### config.mk
export PLATFORM = sky130hd
export DESIGN_NAME = biquad_chain_tap_sat
export DESIGN_NICKNAME = d
export VERILOG_FILES = /design/src/rtl/biquad_chain_tap_sat.sv
export SDC_FILE = /design/constraint.sdc
export NUM_CORES = 1
export LEC_CHECK = 0
export BUFFER_PORTS_ARGS = -buffer_cell sky130_fd_sc_hd__buf_4
export CAP_MARGIN = 10
export CELL_PAD_IN_SITES_DETAIL_PLACEMENT = 0
export CELL_PAD_IN_SITES_GLOBAL_PLACEMENT = 2
export CORE_ASPECT_RATIO = 0.5
export CORE_MARGIN = 5
export CORE_UTILIZATION = 30
export DETAILED_ROUTE_END_ITERATION = 16
export PLACE_DENSITY = 0.78
export SLEW_MARGIN = 20
export SYNTH_ARGS = -nofsm -noshare
export SYNTH_HDL_FRONTEND = slang
export SYNTH_SLANG_ARGS = --single-unit
### constraint.sdc
create_clock -name aclk -period 5.21 [get_ports aclk]
set_input_delay 0.521 -clock aclk [delete_from_list [all_inputs] [get_ports aclk]]
set_output_delay 0.521 -clock aclk [all_outputs]
set_load 0.05 [all_outputs]
### src/rtl/biquad_chain_tap_sat.sv
// -----------------------------------------------------------------------------
// biquad_chain_tap_sat
//
// Output stage for an NSTAGES-deep biquad cascade. It picks one cascade stage
// as the trigger-path source, requantises each lane from INBITS/INFRAC
// fixed point to an OUTBITS integer with saturation, and flags the lanes that
// clip. Clipped samples are counted and read out through a 4-phase snapshot
// handshake. All logic is in the aclk domain.
//
// Optional build macro: OUT_ROUND_EN
//   defined   : round half up (add 2^(INFRAC-1)) before the shift
//   undefined : truncate toward -inf
//
// Ports
//   aclk, aresetn  clock, asynchronous active-low reset
//   dat_i          NSTAGES*NSAMP samples; stage s lane i at [(s*NSAMP+i)*INBITS]
//   tap_sel_i      requested stage index, loaded on tap_update_i
//   tap_update_i   single-cycle load strobe (out-of-range requests ignored)
//   tap_o          active tap
//   dat_o          requantised samples, lane i at [i*OUTBITS]; latency 2
//   clip_o         per-lane clip flags, aligned with dat_o
//   snap_req_i     snapshot request (4-phase level)
//   snap_ack_o     snapshot acknowledge
//   clip_count_o   clipped-sample count latched at the last snapshot
// -----------------------------------------------------------------------------
module biquad_chain_tap_sat #(
  parameter int NSAMP    = 8,
  parameter int NSTAGES  = 2,
  parameter int INBITS   = 16,
  parameter int INFRAC   = 2,
  parameter int OUTBITS  = 12,
  parameter int CNTBITS  = 16,
  parameter int TSELBITS = 1
) (
  input  logic                              aclk,
  input  logic                              aresetn,
  input  logic [NSTAGES*NSAMP*INBITS-1:0]   dat_i,
  input  logic [TSELBITS-1:0]               tap_sel_i,
  input  logic                              tap_update_i,
  output logic [TSELBITS-1:0]               tap_o,
  output logic [NSAMP*OUTBITS-1:0]          dat_o,
  output logic [NSAMP-1:0]                  clip_o,
  input  logic                              snap_req_i,
  output logic                              snap_ack_o,
  output logic [CNTBITS-1:0]                clip_count_o
);

  localparam int PCW = $clog2(NSAMP + 1);
  localparam int SW  = CNTBITS + PCW;

  // Rounding offset applied in INBITS+1 bits so that rounding up the most
  // positive sample cannot wrap negative; it saturates to max instead.
`ifdef OUT_ROUND_EN
  localparam logic [INBITS:0] RND = ((INBITS+1)'(1) << INFRAC) >> 1;
`else
  localparam logic [INBITS:0] RND = '0;
`endif

  localparam logic [OUTBITS-1:0] OMAX = {1'b0, {(OUTBITS-1){1'b1}}};
  localparam logic [OUTBITS-1:0] OMIN = {1'b1, {(OUTBITS-1){1'b0}}};
  localparam logic [SW-1:0]      CMAX = SW'({CNTBITS{1'b1}});

  typedef enum logic {ST_IDLE, ST_ACK} state_t;

  logic [TSELBITS-1:0]        r_tap;
  logic [NSAMP*INBITS-1:0]    w_sel;
  logic [NSAMP*INBITS-1:0]    r_sel;
  logic [NSAMP*OUTBITS-1:0]   w_dat_n;
  logic [NSAMP-1:0]           w_clip_n;
  logic [NSAMP*OUTBITS-1:0]   r_dat;
  logic [NSAMP-1:0]           r_clip;
  logic [PCW-1:0]             w_pop;
  logic [SW-1:0]              w_sum;
  logic [CNTBITS-1:0]         w_sat;
  logic [CNTBITS-1:0]         r_cnt;
  logic [CNTBITS-1:0]         r_snap;
  state_t                     r_state;
  state_t                     w_state_n;
  logic                       w_take;

  // Tap register: only in-range stage indices are accepted.
  // NOTE: sequential state uses non-blocking (<=) so every flop samples
  // pre-edge values; blocking here would create order-dependent races.
  always_ff @(posedge aclk or negedge aresetn) begin
    if (!aresetn) begin
      r_tap <= '0;
    end else if (tap_update_i && (int'(tap_sel_i) < NSTAGES)) begin
      r_tap <= tap_sel_i;
    end
  end

  // Stage mux driven by the registered tap, so a new tap takes effect the
  // cycle after the strobe and never mixes stages within one sample word.
  // NOTE: every combinational output gets a default first; a missed branch
  // would otherwise infer a latch.
  always_comb begin
    w_sel = '0;
    for (int s = 0; s < NSTAGES; s++) begin
      if (int'(r_tap) == s) begin
        w_sel = dat_i[s*NSAMP*INBITS +: NSAMP*INBITS];
      end
    end
  end

  // Requantise and saturate. The sample is sign-extended by one bit so the
  // optional rounding add cannot overflow; clipping is detected when the
  // bits above the kept OUTBITS-1 magnitude bits disagree with the sign.
  always_comb begin
    logic [INBITS:0]                 v_ext;
    logic [INBITS-INFRAC-OUTBITS+1:0] v_hi;
    w_dat_n  = '0;
    w_clip_n = '0;
    for (int i = 0; i < NSAMP; i++) begin
      v_ext = {r_sel[i*INBITS + INBITS - 1], r_sel[i*INBITS +: INBITS]} + RND;
      v_hi  = v_ext[INBITS : INFRAC + OUTBITS - 1];
      w_clip_n[i] = !((&v_hi) || (~|v_hi));
      w_dat_n[i*OUTBITS +: OUTBITS] = w_clip_n[i]
                                      ? (v_ext[INBITS] ? OMIN : OMAX)
                                      : v_ext[INFRAC +: OUTBITS];
    end
  end

  // Saturating accumulate of this cycle's clipped lanes.
  always_comb begin
    w_pop = '0;
    for (int i = 0; i < NSAMP; i++) begin
      w_pop = w_pop + PCW'(w_clip_n[i]);
    end
    w_sum = SW'(r_cnt) + SW'(w_pop);
    w_sat = (w_sum > CMAX) ? {CNTBITS{1'b1}} : w_sum[CNTBITS-1:0];
  end

  // Snapshot FSM: a snapshot is taken only on the IDLE->ACK transition.
  always_comb begin
    w_state_n = r_state;
    w_take    = 1'b0;
    unique case (r_state)
      ST_IDLE: begin
        if (snap_req_i) begin
          w_state_n = ST_ACK;
          w_take    = 1'b1;
        end
      end
      ST_ACK: begin
        if (!snap_req_i) begin
          w_state_n = ST_IDLE;
        end
      end
      default: w_state_n = ST_IDLE;
    endcase
  end

  // Clips seen in the snapshot cycle land in the snapshot, and the running
  // count restarts from zero, so nothing is lost or counted twice.
  always_ff @(posedge aclk or negedge aresetn) begin
    if (!aresetn) begin
      r_sel   <= '0;
      r_dat   <= '0;
      r_clip  <= '0;
      r_cnt   <= '0;
      r_snap  <= '0;
      r_state <= ST_IDLE;
    end else begin
      r_sel   <= w_sel;
      r_dat   <= w_dat_n;
      r_clip  <= w_clip_n;
      r_state <= w_state_n;
      if (w_take) begin
        r_snap <= w_sat;
        r_cnt  <= '0;
      end else begin
        r_cnt  <= w_sat;
      end
    end
  end

  assign tap_o        = r_tap;
  assign dat_o        = r_dat;
  assign clip_o       = r_clip;
  assign snap_ack_o   = (r_state == ST_ACK);
  assign clip_count_o = r_snap;

endmodule

==> flow_metrics.env, run 1 <==
export IMPL_syn_nets=1214
export IMPL_syn_to_final_growth_pct=37.8
export IMPL_drt_total_wl_um=29300
export IMPL_fin_tns_setup_ns=0
export IMPL_min_period_ns=4.74
export IMPL_regArea_um2=6260
export IMPL_crit_path_cell_trace="or3_1 > and2_1 > inv_1 > fa_1 > fa_1 > fa_1 > inv_1 > fa_1 > inv_1 > fa_1 > nand2b_1 > a21oi_2 > nand2_2 > a31oi_1"
export IMPL_worstSetupPathDepth=14
export IMPL_grt_pass1_vias=8058
export IMPL_drcViolationCount=0
export IMPL_synth_commonest_cells="250 x dfrtp_1, 214 x nor2_1, 113 x mux2_2, 82 x nand2_1, 78 x a21oi_1"
export IMPL_dpl_hpwl_um=21900
export IMPL_fin_worst_skew_ns=0.0157
export IMPL_max_freq_mhz=211
export IMPL_row_count=47
export IMPL_synthFlopType="dfrtp_1"
export IMPL_ctsLongestPathBuffers=3
export IMPL_cts_tree="yes"
export IMPL_switching_power_w=0.00217
export IMPL_max_cap_violations=0
export IMPL_n_antenna_cell=0
export IMPL_swShare_pct=34.7
export IMPL_asyncSetResetFlopFracSynth_pct=100
export IMPL_start_util_pct=30.7
export IMPL_htreeDepth=1
export IMPL_ys_warn_count=0
export IMPL_synth_cell_types=39
export IMPL_synth_area_um2=10300
export IMPL_dr_first_iter_drc_count=487
export IMPL_cts_sinks=250
export IMPL_cellInternalPower_w=0.00408
export IMPL_yosys_area_top_type="dfrtp_1"
export IMPL_netlist_instances=942
export IMPL_crit_top_cell="fa_1"
export IMPL_die_area_um2=38300
export IMPL_power_w=0.00625
export IMPL_crit_path_end_kind="register"
export IMPL_clock_latency_ns=0.52
export IMPL_die_h_um=141
export IMPL_hold_viol=0
export IMPL_post_cts_buffers=0
export IMPL_crit_family="adder cells"
export IMPL_multiInputGateArea_um2=3710
export IMPL_seqPwrFrac_pct=38.2
export IMPL_synth_most_common_cell="dfrtp_1"
export IMPL_cts_resized_gates=0
export IMPL_holdBufCountCts=0
export IMPL_p_per_area_nw_per_um2=441
export IMPL_synth_edff_count=0
export IMPL_rsz0062_at_grt="false"
export IMPL_outcome="completed"
export IMPL_synth_top_area_share_pct=60.8
export IMPL_cp_required_ns=5.64
export IMPL_slowest_stage="fa_1"
export IMPL_vias_per_cell=4.44
export IMPL_yosysSeqAreaShare_pct=60.8
export IMPL_die_w_um=272
export IMPL_synth_seq_cells=250
export IMPL_max_stage_delay_ns=0.54
export IMPL_grt_overflow=0
export IMPL_io_buffers=350
export IMPL_ios=383
export IMPL_instances_no_fill=1720
export IMPL_path_buf_inv=3
export IMPL_dp_cells=1677
export IMPL_worstMarginPinSlew_ns=0.960
export IMPL_vias=7638
export IMPL_first_pass_iters=4
export IMPL_grt_usage_pct=14.8
export IMPL_cp_arrival_ns=5.17
export IMPL_ir_drop_mv=0.220
export IMPL_crit_fanout=13
export IMPL_maxSlewHeadroom_pct=36.0
export IMPL_wl_per_cell_um=17.0
export IMPL_drive_gt1_share_pct=40.7
export IMPL_p_clk_share_pct=30.3
export IMPL_clk_pin_slew_ns=0.06
export IMPL_grt_max_degree=129
export IMPL_cts_buffers=24
export IMPL_clock_root_buffer="clkbuf_16"
export IMPL_crit_type="reg -> reg"
export IMPL_start_kind="register"
export IMPL_setup_viol=0
export IMPL_fillers=3177
export IMPL_synth_area_top_cells="dfrtp_1 61%, mux2_2 12%, nor2_1 7.8%, a21oi_1 3.8%, nand2_1 3.0%"
export IMPL_antenna_found_initial=0
export IMPL_slew_viol_final=0
export IMPL_power_leakage_nw=6.76
export IMPL_coreArea_um2=33500
export IMPL_layout_nets=1534
export IMPL_hp_class="in -> async"
export IMPL_final_antenna_net_count=0
export IMPL_avgSynthCellArea_um2=10.9
export IMPL_p_comb_share_pct=31.4
export IMPL_r2r_cells=14
export IMPL_place_gp_congestion=0.742
export IMPL_period_share_pct=90.9
export IMPL_grt_pass1_wl_um=45100
[power groups by stage]
stage	clock network, W	logic, W	registers (W)
after floorplan	0	0.000766	0.00293
after global placement	0	0.00196	0.00242
after detailed placement	0	0.00199	0.00243
after CTS	0.00196	0.00200	0.00239
after global routing	0.00204	0.00214	0.00242
final	0.00189	0.00196	0.00239
[logic make-up after synthesis]
| group | after synthesis | share of synthesized area, % |
|---|---|---|
| AND/OR/NAND/NOR | 341 | 13.6 |
| flip-flops | 250 | 60.8 |
| AO/OA/AOI/OAI | 140 | 8.00 |
| multiplexers | 113 | 12.4 |
| buffers and inverters | 83 | 3.15 |
| adder cells (fa/ha/maj) | 11 | 1.70 |
| XOR/XNOR | 4 | 0.341 |
[stage by stage]
stage	hold WS (ns)	instance area (um^2)	utilization (%)	worst slack (ns)
after floorplan	0.225	10300	-	1.08
after global placement	0.404	13300	39.8	0.492
after detailed placement	0.417	13300	39.8	0.444
after CTS	0.104	14200	42.3	0.419
after global routing	0.107	14200	42.4	0.127
final	0.0612	14200	42.4	0.474
[registers in the layout, indices dropped and copies added (netlist names)]
signal	cells
r_sel	112
dat_o	96
clip_count_o	16
r_cnt	16
clip_o	8
snap_ack_o	1
tap_o	1
[per-layer routing]
metal / wire length, um / part of all wire [%] / GRT usage (%) / up-vias
li1: - / - / - / 3769
met1: 11300 / 38 / 17.1 / 3737
met2: 16700 / 57 / 29.1 / 102
met3: 807 / 2.8 / 2.34 / 30
met4: 511 / 1.7 / 2.89 / 0
met5: 0 / 0 / 0 / -
[final timing paths]
| check | startpoint | endpoint | slack [ns] |
|---|---|---|---|
| worst max-delay path | r_sel[14]$_DFF_PN0_ | clip_count_o[4]$_DFFE_PN0P_ | 0.47 |
| max in group asynchronous | aresetn | r_sel[60]$_DFF_PN0_ | 3.92 |
| worst max register to register | r_sel[14]$_DFF_PN0_ | clip_count_o[4]$_DFFE_PN0P_ | 0.47 |
| min in group aclk | snap_req_i | snap_ack_o$_DFF_PN0_ | 0.14 |
| worst min-delay path | aresetn | dat_o[78]$_DFF_PN0_ | 0.06 |
| worst min register to register | r_sel[79]$_DFF_PN0_ | dat_o[59]$_DFF_PN0_ | 0.43 |
[layout by cell type (no fill, tap or decap), types with 2 or more instances in the layout]
cell / Yosys / layout
nand2_1: 82 / 82
ha_1: 6 / 6
or3_1: 11 / 11
buf_4: 1 / 358
and2_1: 3 / 3
clkinv_2: 0 / 6
inv_1: 17 / 17
nand3_1: 11 / 11
a21oi_1: 78 / 78
nor3_1: 6 / 6
fa_1: 5 / 5
a211oi_1: 3 / 3
o31ai_1: 5 / 5
clkbuf_8: 0 / 5
xnor2_1: 3 / 3
bufinv_16: 0 / 4
nand2b_1: 2 / 2
and3_1: 2 / 2
clkinvlp_4: 0 / 2
a21o_1: 25 / 25
a41oi_1: 2 / 2
mux2_2: 113 / 113
o21ai_0: 8 / 8
clkbuf_16: 0 / 25
nor2_1: 214 / 214
a31oi_1: 15 / 15
dfrtp_1: 250 / 249
[layout make-up]
class | count | share of cell area [%]
tap | 441 | 3.89
clock inverter | 12 | 1.17
sequential | 250 | 44.2
inverter | 17 | 0.450
timing repair buffer | 360 | 19.2
multi-input combinational | 609 | 26.2
clock buffer | 31 | 4.93
(Power assumes the default switching activity.)
==> inputs of run 2 (changes only) <==
--- a/config.mk
+++ b/config.mk
@@ -7,13 +7,13 @@
 export LEC_CHECK = 0
 export BUFFER_PORTS_ARGS = -buffer_cell sky130_fd_sc_hd__buf_4
 export CAP_MARGIN = 10
-export CELL_PAD_IN_SITES_DETAIL_PLACEMENT = 0
-export CELL_PAD_IN_SITES_GLOBAL_PLACEMENT = 2
+export CELL_PAD_IN_SITES_DETAIL_PLACEMENT = 1
+export CELL_PAD_IN_SITES_GLOBAL_PLACEMENT = 1
 export CORE_ASPECT_RATIO = 0.5
 export CORE_MARGIN = 5
-export CORE_UTILIZATION = 30
+export CORE_UTILIZATION = 37
 export DETAILED_ROUTE_END_ITERATION = 16
-export PLACE_DENSITY = 0.78
+export PLACE_DENSITY = 0.77
 export SLEW_MARGIN = 20
 export SYNTH_ARGS = -nofsm -noshare
 export SYNTH_HDL_FRONTEND = slang
==> constraint.sdc (replaced) <==
create_clock -name aclk -period 5.21 [get_ports aclk]
set_input_delay 1.3025 -clock aclk [delete_from_list [all_inputs] [get_ports aclk]]
set_output_delay 1.3025 -clock aclk [all_outputs]
set_load 0.05 [all_outputs]
==> flow_metrics.env, run 2 (synthesis gave the netlist of run 1 again) <==
export IMPL_outcome="completed"
export IMPL_grt_max_degree=130
export IMPL_clock_latency_ns=0.53
export IMPL_start_util_pct=37.3
export IMPL_slowest_stage="fa_1"
export IMPL_layout_commonest_cell="buf_4"
export IMPL_cp_required_ns=5.65
export IMPL_cts_sinks=250
export IMPL_min_path_cells=0
export IMPL_drive_gt1_share_pct=40.6
export IMPL_cts_tree="yes"
export IMPL_ctsLongestPathBuffers=3
export IMPL_drcViolationCount=0
export IMPL_maxSlewHeadroom_pct=36.3
export IMPL_dpl_hpwl_um=23000
export IMPL_ir_drop_mv=0.265
export IMPL_max_stage_delay_ns=0.54
export IMPL_hold_viol=0
export IMPL_cts_buffers=24
export IMPL_first_pass_iters=4
export IMPL_antenna_found_initial=0
export IMPL_n_antenna_cell=0
export IMPL_fillers=3013
export IMPL_cp_arrival_ns=5.28
export IMPL_die_area_um2=31400
export IMPL_hp_class="reg -> reg"
export IMPL_top_register="r_sel"
export IMPL_start_kind="register"
export IMPL_dr_first_iter_drc_count=436
export IMPL_vias=7909
export IMPL_max_cap_violations=0
export IMPL_power_w=0.00633
export IMPL_vias_per_cell=4.76
export IMPL_slew_viol_final=0
export IMPL_layout_nets=1536
export IMPL_cts_resized_gates=0
export IMPL_grt_usage_pct=19.0
export IMPL_ios=383
export IMPL_hold_ws_ns=0.419
export IMPL_grt_pass1_vias=8736
export IMPL_largest_reg_flops=112
export IMPL_mostFrequentLayoutCells="360 x buf_4, 249 x dfrtp_1, 214 x nor2_1, 113 x mux2_2, 82 x nand2_1"
export IMPL_min_period_ns=4.84
export IMPL_power_leakage_nw=6.77
export IMPL_final_antenna_net_count=0
export IMPL_setup_viol=0
export IMPL_syn_to_final_growth_pct=37.4
export IMPL_drt_total_wl_um=30900
export IMPL_p_per_area_nw_per_um2=448
export IMPL_dpl_cell_area_um2=13200
export IMPL_htreeDepth=1
export IMPL_place_gp_congestion=0.813
export IMPL_rsz0062_at_grt="false"
export IMPL_clk_pin_slew_ns=0.07
export IMPL_fin_tns_setup_ns=0
export IMPL_max_freq_mhz=207
export IMPL_die_h_um=128
export IMPL_row_count=43
export IMPL_fin_worst_skew_ns=0.0157
export IMPL_crit_fanout=13
export IMPL_post_cts_buffers=0
export IMPL_grt_overflow=0
export IMPL_grt_pass1_wl_um=47600
export IMPL_crit_top_cell="fa_1"
export IMPL_crit_path_end_kind="register"
export IMPL_crit_type="reg -> reg"
export IMPL_coreArea_um2=27500
export IMPL_worstMarginPinSlew_ns=0.956
export IMPL_die_w_um=246
export IMPL_holdBufCountCts=0
export IMPL_crit_path_cell_trace="or3_1 > and2_1 > inv_1 > fa_1 > fa_1 > fa_1 > inv_1 > fa_1 > inv_1 > fa_1 > nand2b_1 > a21oi_2 > nand2_2 > a31oi_1"
export IMPL_wl_per_cell_um=18.6
export IMPL_r2r_cells=14
export IMPL_clock_root_buffer="clkbuf_16"
export IMPL_stdcell_area_um2=14100
export IMPL_io_buffers=350
export IMPL_period_share_pct=92.9
[run 2: cell types whose count changed in the layout (fill, tap and decap cells not counted), sizes merged]
cell,previous run,this run
clkbuf,31,33
buf,360,362
clkinv,6,3
bufinv,4,5
[run 2: final cells by class]
| class | instances | area [um^2] | share of cell area (%) |
|---|---|---|---|
| clock buffer | 33 | 706 | 4.99 |
| clock inverter | 10 | 184 | 1.30 |
| inverter | 17 | 63.8 | 0.451 |
| multi-input combinational | 609 | 3700 | 26.2 |
| sequential | 250 | 6260 | 44.3 |
| tap | 382 | 478 | 3.38 |
| timing repair buffer | 362 | 2740 | 19.4 |
[run 2: final timing paths]
| check | startpoint | endpoint | slack, ns |
|---|---|---|---|
| setup / recovery | r_sel[14]$_DFF_PN0_ | clip_count_o[1]$_DFFE_PN0P_ | 0.37 |
| hold / removal | r_sel[79]$_DFF_PN0_ | dat_o[59]$_DFF_PN0_ | 0.42 |
| setup reg to reg | r_sel[14]$_DFF_PN0_ | clip_count_o[1]$_DFFE_PN0P_ | 0.37 |
| hold reg to reg | r_sel[79]$_DFF_PN0_ | dat_o[59]$_DFF_PN0_ | 0.42 |
| max in group asynchronous | aresetn | dat_o[67]$_DFF_PN0_ | 3.23 |
| min in group asynchronous | aresetn | r_sel[101]$_DFF_PN0_ | 0.89 |
[run 2: metal layers]
layer	wire, um	up-vias	GRT usage, %
li1	-	3764	-
met4	705	0	4.49
met3	823	42	2.98
met1	11800	3992	21.6
met5	0	-	0
met2	17500	111	37.4
[run 2: power by group]
| part | internal (W) | switching (W) |
|---|---|---|
| registers | 0.00222 | 0.000189 |
| clock network | 0.00120 | 0.000755 |
| logic | 0.000716 | 0.00126 |
| total | 0.00413 | 0.00220 |
[run 2: stage by stage]
stage                     utilization (%)  cells  setup slack, ns
final                                51.3   1663            0.369
after global routing                 51.3   1663           0.0711
after CTS                            51.3   1663            0.347
after detailed placement             48.1   1620            0.409
after global placement               48.1   1620            0.562
after floorplan                         -    942             1.08
[run 2: worst max-delay path: cells and delay by family (launching register included)]
kind                       cells  cell delay [ns]
AOI/OAI and AO/OA              2             0.72
adders and majority gates      5             2.12
buffers and inverters          3             0.25
DFF                            1             0.53
and+or+nand+nor                4             1.14
